$ cat src/rtl/fft_stage_sequencer_if.sv
// rtl/fft_stage_sequencer_if.sv - control/address bundle between the FFT sequencer and the butterfly datapath
interface fft_stage_sequencer_if #(
    parameter int N_LOG2 = 3
) ();
    logic              start;
    logic              busy;
    logic              done;
    logic [3:0]        stage;
    logic              bf_valid;
    logic [N_LOG2-1:0] rd_addr_a;
    logic [N_LOG2-1:0] rd_addr_b;
    logic [N_LOG2-2:0] tw_idx;
    logic              wr_en;
    logic [N_LOG2-1:0] wr_addr_a;
    logic [N_LOG2-1:0] wr_addr_b;

    modport master (
        input  start,
        output busy, done, stage, bf_valid, rd_addr_a, rd_addr_b, tw_idx,
               wr_en, wr_addr_a, wr_addr_b
    );

    modport slave (
        output start,
        input  busy, done, stage, bf_valid, rd_addr_a, rd_addr_b, tw_idx,
               wr_en, wr_addr_a, wr_addr_b
    );
endinterface

$ cat src/rtl/fft_stage_sequencer.sv
// rtl/fft_stage_sequencer.sv - stage/butterfly sequencer for an in-place radix-2 DIT FFT
module fft_stage_sequencer #(
    parameter int N_LOG2 = 3,
    parameter int BF_LAT = 3
) (
    input  logic                  clk,
    input  logic                  rst,
    fft_stage_sequencer_if.master bus
);
    localparam int         KW     = N_LOG2 - 1;
    localparam int         PW     = 2 * N_LOG2 + 1;
    localparam logic [3:0] LAST_S = 4'(N_LOG2 - 1);
    localparam logic [3:0] LAST_D = 4'(BF_LAT - 1);

    typedef enum logic [1:0] {IDLE, RUN, DRAIN, DONE} state_t;

    state_t            state;
    logic [3:0]        s_q;
    logic [3:0]        d_q;
    logic [KW-1:0]     k_q;
    logic              busy_q;
    logic              done_q;
    logic              valid_q;
    logic [N_LOG2-1:0] a_q;
    logic [N_LOG2-1:0] b_q;
    logic [KW-1:0]     tw_q;
    logic [PW-1:0]     pipe [BF_LAT];

    logic              do_issue;
    logic [3:0]        nxt_s;
    logic [KW-1:0]     nxt_k;
    logic [N_LOG2-1:0] nxt_kx;
    logic [N_LOG2-1:0] mask;
    logic [N_LOG2-1:0] nxt_p;
    logic [N_LOG2-1:0] nxt_a;
    logic [N_LOG2-1:0] nxt_b;
    logic [KW-1:0]     nxt_tw;

    // Coordinates of the butterfly issued next cycle, and its addresses.
    // Clearing the low s bits of k and shifting left inserts the zero at bit s
    // that separates the upper leg a from its partner b = a + 2^s.
    always_comb begin
        do_issue = 1'b0;
        nxt_s    = s_q;
        nxt_k    = KW'(k_q + 1'b1);
        case (state)
            IDLE: begin
                do_issue = bus.start;
                nxt_s    = '0;
                nxt_k    = '0;
            end
            RUN: do_issue = ~(&k_q);
            DRAIN: begin
                do_issue = (d_q == LAST_D) && (s_q != LAST_S);
                nxt_s    = 4'(s_q + 4'd1);
                nxt_k    = '0;
            end
            default: do_issue = 1'b0;
        endcase
        nxt_kx = {1'b0, nxt_k};
        mask   = ~({N_LOG2{1'b1}} << nxt_s);
        nxt_p  = nxt_kx & mask;
        nxt_a  = ((nxt_kx & ~mask) << 1) | nxt_p;
        nxt_b  = nxt_a | (N_LOG2'(1) << nxt_s);
        nxt_tw = KW'(nxt_p << (LAST_S - nxt_s));
    end

    always_ff @(posedge clk) begin
        if (rst) begin
            state   <= IDLE;
            s_q     <= '0;
            d_q     <= '0;
            k_q     <= '0;
            busy_q  <= 1'b0;
            done_q  <= 1'b0;
            valid_q <= 1'b0;
            a_q     <= '0;
            b_q     <= '0;
            tw_q    <= '0;
            for (int i = 0; i < BF_LAT; i++) begin
                pipe[i] <= '0;
            end
        end else begin
            // The write-back line shifts unconditionally so drains complete in-flight writes.
            pipe[0] <= {valid_q, a_q, b_q};
            for (int i = 1; i < BF_LAT; i++) begin
                pipe[i] <= pipe[i-1];
            end

            valid_q <= do_issue;
            a_q     <= do_issue ? nxt_a : '0;
            b_q     <= do_issue ? nxt_b : '0;
            tw_q    <= do_issue ? nxt_tw : '0;
            done_q  <= 1'b0;
            if (do_issue) begin
                s_q <= nxt_s;
                k_q <= nxt_k;
            end

            case (state)
                IDLE: begin
                    if (bus.start) begin
                        state  <= RUN;
                        busy_q <= 1'b1;
                    end
                end
                RUN: begin
                    if (&k_q) begin
                        state <= DRAIN;
                        d_q   <= '0;
                    end
                end
                DRAIN: begin
                    if (d_q == LAST_D) begin
                        if (s_q == LAST_S) begin
                            state  <= DONE;
                            busy_q <= 1'b0;
                            done_q <= 1'b1;
                        end else begin
                            state <= RUN;
                        end
                    end else begin
                        d_q <= 4'(d_q + 4'd1);
                    end
                end
                DONE:    state <= IDLE;
                default: state <= IDLE;
            endcase
        end
    end

    assign bus.busy      = busy_q;
    assign bus.done      = done_q;
    assign bus.stage     = s_q;
    assign bus.bf_valid  = valid_q;
    assign bus.rd_addr_a = a_q;
    assign bus.rd_addr_b = b_q;
    assign bus.tw_idx    = tw_q;
    assign bus.wr_en     = pipe[BF_LAT-1][PW-1];
    assign bus.wr_addr_a = pipe[BF_LAT-1][2*N_LOG2-1:N_LOG2];
    assign bus.wr_addr_b = pipe[BF_LAT-1][N_LOG2-1:0];
endmodule

$ cat src/flat_wrapper.sv
// flat-port wrapper written by rule: the top's interface ports become plain ports
module fft_stage_sequencer_flat 
#(
    parameter int N_LOG2 = 3,
    parameter int BF_LAT = 3
)
  (clk, rst, bus_start, bus_busy, bus_done, bus_stage, bus_bf_valid, bus_rd_addr_a, bus_rd_addr_b, bus_tw_idx, bus_wr_en, bus_wr_addr_a, bus_wr_addr_b);
  fft_stage_sequencer_if #(.N_LOG2(N_LOG2)) bus_i ();
  input  logic clk;
  input  logic rst;
  input wire logic [$bits(bus_i.start)-1:0] bus_start;
  output wire logic [$bits(bus_i.busy)-1:0] bus_busy;
  output wire logic [$bits(bus_i.done)-1:0] bus_done;
  output wire logic [$bits(bus_i.stage)-1:0] bus_stage;
  output wire logic [$bits(bus_i.bf_valid)-1:0] bus_bf_valid;
  output wire logic [$bits(bus_i.rd_addr_a)-1:0] bus_rd_addr_a;
  output wire logic [$bits(bus_i.rd_addr_b)-1:0] bus_rd_addr_b;
  output wire logic [$bits(bus_i.tw_idx)-1:0] bus_tw_idx;
  output wire logic [$bits(bus_i.wr_en)-1:0] bus_wr_en;
  output wire logic [$bits(bus_i.wr_addr_a)-1:0] bus_wr_addr_a;
  output wire logic [$bits(bus_i.wr_addr_b)-1:0] bus_wr_addr_b;
  assign bus_i.start = bus_start;
  assign bus_busy = bus_i.busy;
  assign bus_done = bus_i.done;
  assign bus_stage = bus_i.stage;
  assign bus_bf_valid = bus_i.bf_valid;
  assign bus_rd_addr_a = bus_i.rd_addr_a;
  assign bus_rd_addr_b = bus_i.rd_addr_b;
  assign bus_tw_idx = bus_i.tw_idx;
  assign bus_wr_en = bus_i.wr_en;
  assign bus_wr_addr_a = bus_i.wr_addr_a;
  assign bus_wr_addr_b = bus_i.wr_addr_b;
  fft_stage_sequencer #(.N_LOG2(N_LOG2), .BF_LAT(BF_LAT)) u_core (.clk(clk), .rst(rst), .bus(bus_i));
endmodule
$ cat config.mk
export PLATFORM = sky130hd
export DESIGN_NAME = fft_stage_sequencer_flat
export DESIGN_NICKNAME = d
export VERILOG_FILES = /design/src/rtl/fft_stage_sequencer_if.sv /design/src/rtl/fft_stage_sequencer.sv /design/src/flat_wrapper.sv
export SDC_FILE = /design/constraint.sdc
export NUM_CORES = 1
export LEC_CHECK = 0
export BUFFER_PORTS_ARGS = -buffer_cell sky130_fd_sc_hd__clkbuf_2
export CAP_MARGIN = 20
export CORE_ASPECT_RATIO = 0.75
export CORE_MARGIN = 4
export CORE_UTILIZATION = 25
export CTS_CLUSTER_SIZE = 14
export DETAILED_ROUTE_END_ITERATION = 8
export HOLD_SLACK_MARGIN = 0.06
export PLACE_DENSITY = 0.5
export SETUP_SLACK_MARGIN = 0.15
export SLEW_MARGIN = 20
export SYNTH_ARGS = -nofsm -noshare
export SYNTH_HDL_FRONTEND = slang
export SYNTH_SLANG_ARGS = --single-unit
$ cat constraint.sdc
create_clock -name clk -period 2.8 [get_ports clk]
set_clock_uncertainty 0.05 [all_clocks]
set_input_delay 0.28 -clock clk [delete_from_list [all_inputs] [get_ports clk]]
set_output_delay 0.28 -clock clk [all_outputs]
set_load 0.1 [all_outputs]
==> run_results.csv <==
group,metric,value,unit
outcome,status,"completed",
clock_tree,htreeDepth,2,
global_route,grt_pass1_vias,1117,
finish,drive_gt1_share,26.0,%
worst_setup_path,cp_top_family,"adder cells",
power_and_ir_drop,vdd_drop_max,363,µV
power_and_ir_drop,p_clk_share,23.4,%
yosys,avgSynthCellArea,10.4,µm²
timing,finalSetupViolations,0,
timing,whs,0.332,ns
timing,fmax,421,MHz
timing,slew_viol_final,0,
yosys,synthMuxAreaShare,6.39,%
drt,initialDrtViolationCount,39,
die,coreArea,7330,µm²
timing,min_period,2.38,ns
placed_design,io_buffers,24,
yosys,synth.top_cell.area_share,46.9,%
yosys,synth-adder-area-share,7.32,%
placed_design,dp_slack,0.319,ns
worst_setup_path,cp_max_fo,8,
yosys,ys_ff_latch,44,
finish,syn_to_final_growth,16.4,%
drt,routed_via_density,4.00,
yosys,yosys_most_used_dff,"dfxtp_1",
die,start_util,25.6,%
clock_tree,cts_buffer_depth,2,
timing,fin_ws,0.422,ns
yosys,ys_async_sr_fraction,0,%
yosys,yosysMostFrequentCell,"dfxtp_1",
drt,postRouteAntennaNets,0,
clock_tree,postCtsSetupBuffers,0,
yosys,synth.largest_area_cell,"dfxtp_1",
clock_tree,clkSlewWorstSetupHoldPaths,0.09,ns
worst_setup_path,cp_common_cell,"inv_1",
clock_tree,cts_made_buffers,5,
yosys,synth_area,1880,µm²
yosys,synth_xor_area_share,1.86,%
clock_tree,cts_tree,"yes",
placed_design,dpl.hpwl,2.36,mm
clock_tree,holdBufCountCts,0,
drt,drc,0,
worst_setup_path,worstSetupPathType,"register to register",
drt,vias,1219,
finish,finalInstanceArea,2190,µm²
clock_tree,numClockSinks,44,
worst_setup_path,required,2.96,ns
worst_setup_path,start_kind,"register",
yosys,synth_top_cells_by_area,"dfxtp_1 (47%), ha_1 (7.3%), nor2b_1 (7.0%)",
power_and_ir_drop,switching_share,42.9,%
clock_tree,root_buffer,"clkbuf_8",
finish,fin_nets,217,
placed_design,post_dp_cell_area,2070,µm²
yosys,syn-num-nets,195,
yosys,ys_seq_area_share,46.9,%
yosys,synth_top_family_by_area,"simple AND/OR/NAND/NOR gates",
timing,setup_tns,0,ns
worst_setup_path,path_cells,"inv_1, ha_2, nor2_1, mux2i_4, inv_1, ha_1, nor3b_1, a21oi_2, nor4_2",
worst_setup_path,cp-end-kind,"register",
hold_path,min_path_type,"input pin to register",
die,die_x,108,µm
die,std_cell_rows,27,
placed_design,gp_congestion,0.696,
yosys,netlist_instances,181,
power_and_ir_drop,p_int,1210,µW
global_route,grtUsageTotal,7.71,%
worst_setup_path,cp_slowest_cell,"dfxtp_1",
power_and_ir_drop,power.switching,912,µW
yosys,synth_cell_types,41,
die,io-pin-count,25,
yosys,synth-edff-count,0,
power_and_ir_drop,p_per_area,972,nW/µm²
global_route,grt_pass1_wl,5.45,mm
power_and_ir_drop,power_frac_seq,36.4,%
timing,post-route-period-util,84.9,%
finish,antenna_cells,0,
power_and_ir_drop,comb_power_share,40.2,%
power_and_ir_drop,leakagePower,0.000974,µW
drt,wl_per_cell,10.6,µm
timing,rsz0062_at_grt,"false",
global_route,antenna_found_initial,0,
timing,max_slew_margin,63.6,%
drt,dr.pass1.iters,4,
yosys,synthTopCellsByCount,"dfxtp_1 (44), nor2b_1 (21), nor2_1 (20)",
worst_setup_path,max_stage_delay,0.38,ns
die,die-area,8980,µm²
run,maxCapViolations,0,
yosys,synthSimpleGateAreaFrac,25.7,%
die,die_h,83.1,µm
timing,tightest_slew,0.548,ns
clock_tree,clk_latency,0.30,ns
worst_setup_path,worst-path-buf-inv,2,
global_route,overflow,0,
yosys,synth_compound_gate_area_share,6.59,%
worst_setup_path,worstPathArrival,2.54,ns
timing,hold_viol_final,0,
global_route,grt_max_degree,21,
yosys,ys_warn_count,0,
drt,wl,3.24,mm
per-stage QoR:
| step | std cells | utilization, % | power [µW] |
|---|---|---|---|
| after floorplan | 181 | - | 1510 |
| after global placement | 297 | 28.2 | 1640 |
| after detailed placement | 297 | 28.2 | 1650 |
| after CTS | 305 | 29.8 | 2150 |
| after global routing | 305 | 29.9 | 2250 |
| final | 305 | 29.9 | 2130 |
metal layers:
layer	routed length (µm)	vias to the layer above	track usage (%)
met5	0	-	0
met4	52	0	2.75
met3	173	4	2.95
met2	1300	23	10.7
met1	1710	551	10.8
li1	-	641	-
cell families (layout without fill, tap and decap cells):
| group | count (synthesis) | after routing |
|---|---|---|
| AOI/OAI and AO/OA | 17 | 17 |
| adders and majority gates | 11 | 11 |
| xor gates and xnor gates | 4 | 4 |
| and+or+nand+nor | 79 | 79 |
| DFF | 44 | 44 |
| muxes | 9 | 9 |
| buffers and inverters | 17 | 40 |
repair_timing:
| item | in CTS | in global routing |
|---|---|---|
| gates resized for setup | 0 | 1 |
| setup endpoints to repair | 0 | 2 |
| hold endpoints to repair | 0 | 0 |
cell usage in the layout (no fill, tap or decap), types with 2 or more instances in the layout:
cell type  synthesis  layout
dfxtp_1           44      43
clkbuf_2           0      24
nor2b_1           21      21
nor2_1            20      20
nand2_1           12      12
ha_1              11      10
a21oi_1            8       8
inv_1              5       5
nand2b_1           5       5
mux2i_1            5       5
clkbuf_8           0       5
nand4_1            4       4
xor2_1             3       3
a211oi_1           3       3
mux2i_4            2       2
nor3_1             2       2
buf_4              8       2
cell type report:
type | count | area [µm²]
Fill cell | 797 | 5140
Multi-Input combinational cell | 120 | 902
Sequential cell | 44 | 882
Timing Repair Buffer | 26 | 135
Tap cell | 101 | 126
Clock buffer | 5 | 68.8
Clock inverter | 3 | 46.3
Inverter | 6 | 27.5
worst register-to-register path, stage by stage, from the launching register on:
cell and delay (ns):
dfxtp_1 0.38, inv_1 0.15, ha_2 0.32, nor2_1 0.13, mux2i_4 0.23, inv_1 0.15, ha_1 0.31, nor3b_1 0.25
a21oi_2 0.11, nor4_2 0.23
power groups by stage:
stage          Combinational [µW]  Sequential, µW  Clock [µW]
3_5_place_dp                  858             791           0
2_1_floorplan                 470            1040           0
4_1_cts                       860             776         516
6_report                      855             773         499
5_1_grt                       925             790         540
3_3_place_gp                  856             789           0
flip-flops by register name (all words and copies together), names as in the netlist, 2 cells and up:
register,cells
u_core.bus.rd_addr_a,3
u_core.state,2
u_core.bus.stage,4
u_core.bus.tw_idx,2
u_core.d_q,4
u_core.pipe,21
u_core.bus.rd_addr_b,3
u_core.k_q,2
worst paths after layout:
kind / from / to / slack [ns] / cells past startpoint
worst max-delay path: u_core.state[0] / u_core.bus.tw_idx[0] / 0.42 / 9
worst max register to register: u_core.state[0] / u_core.bus.tw_idx[0] / 0.42 / 9
worst min-delay path: bus_start / u_core.bus.busy / 0.33 / 5
worst min register to register: u_core.pipe[0][11] / u_core.pipe[0][18] / 0.39 / 1
Note: power is estimated with default switching activity, not from simulation.
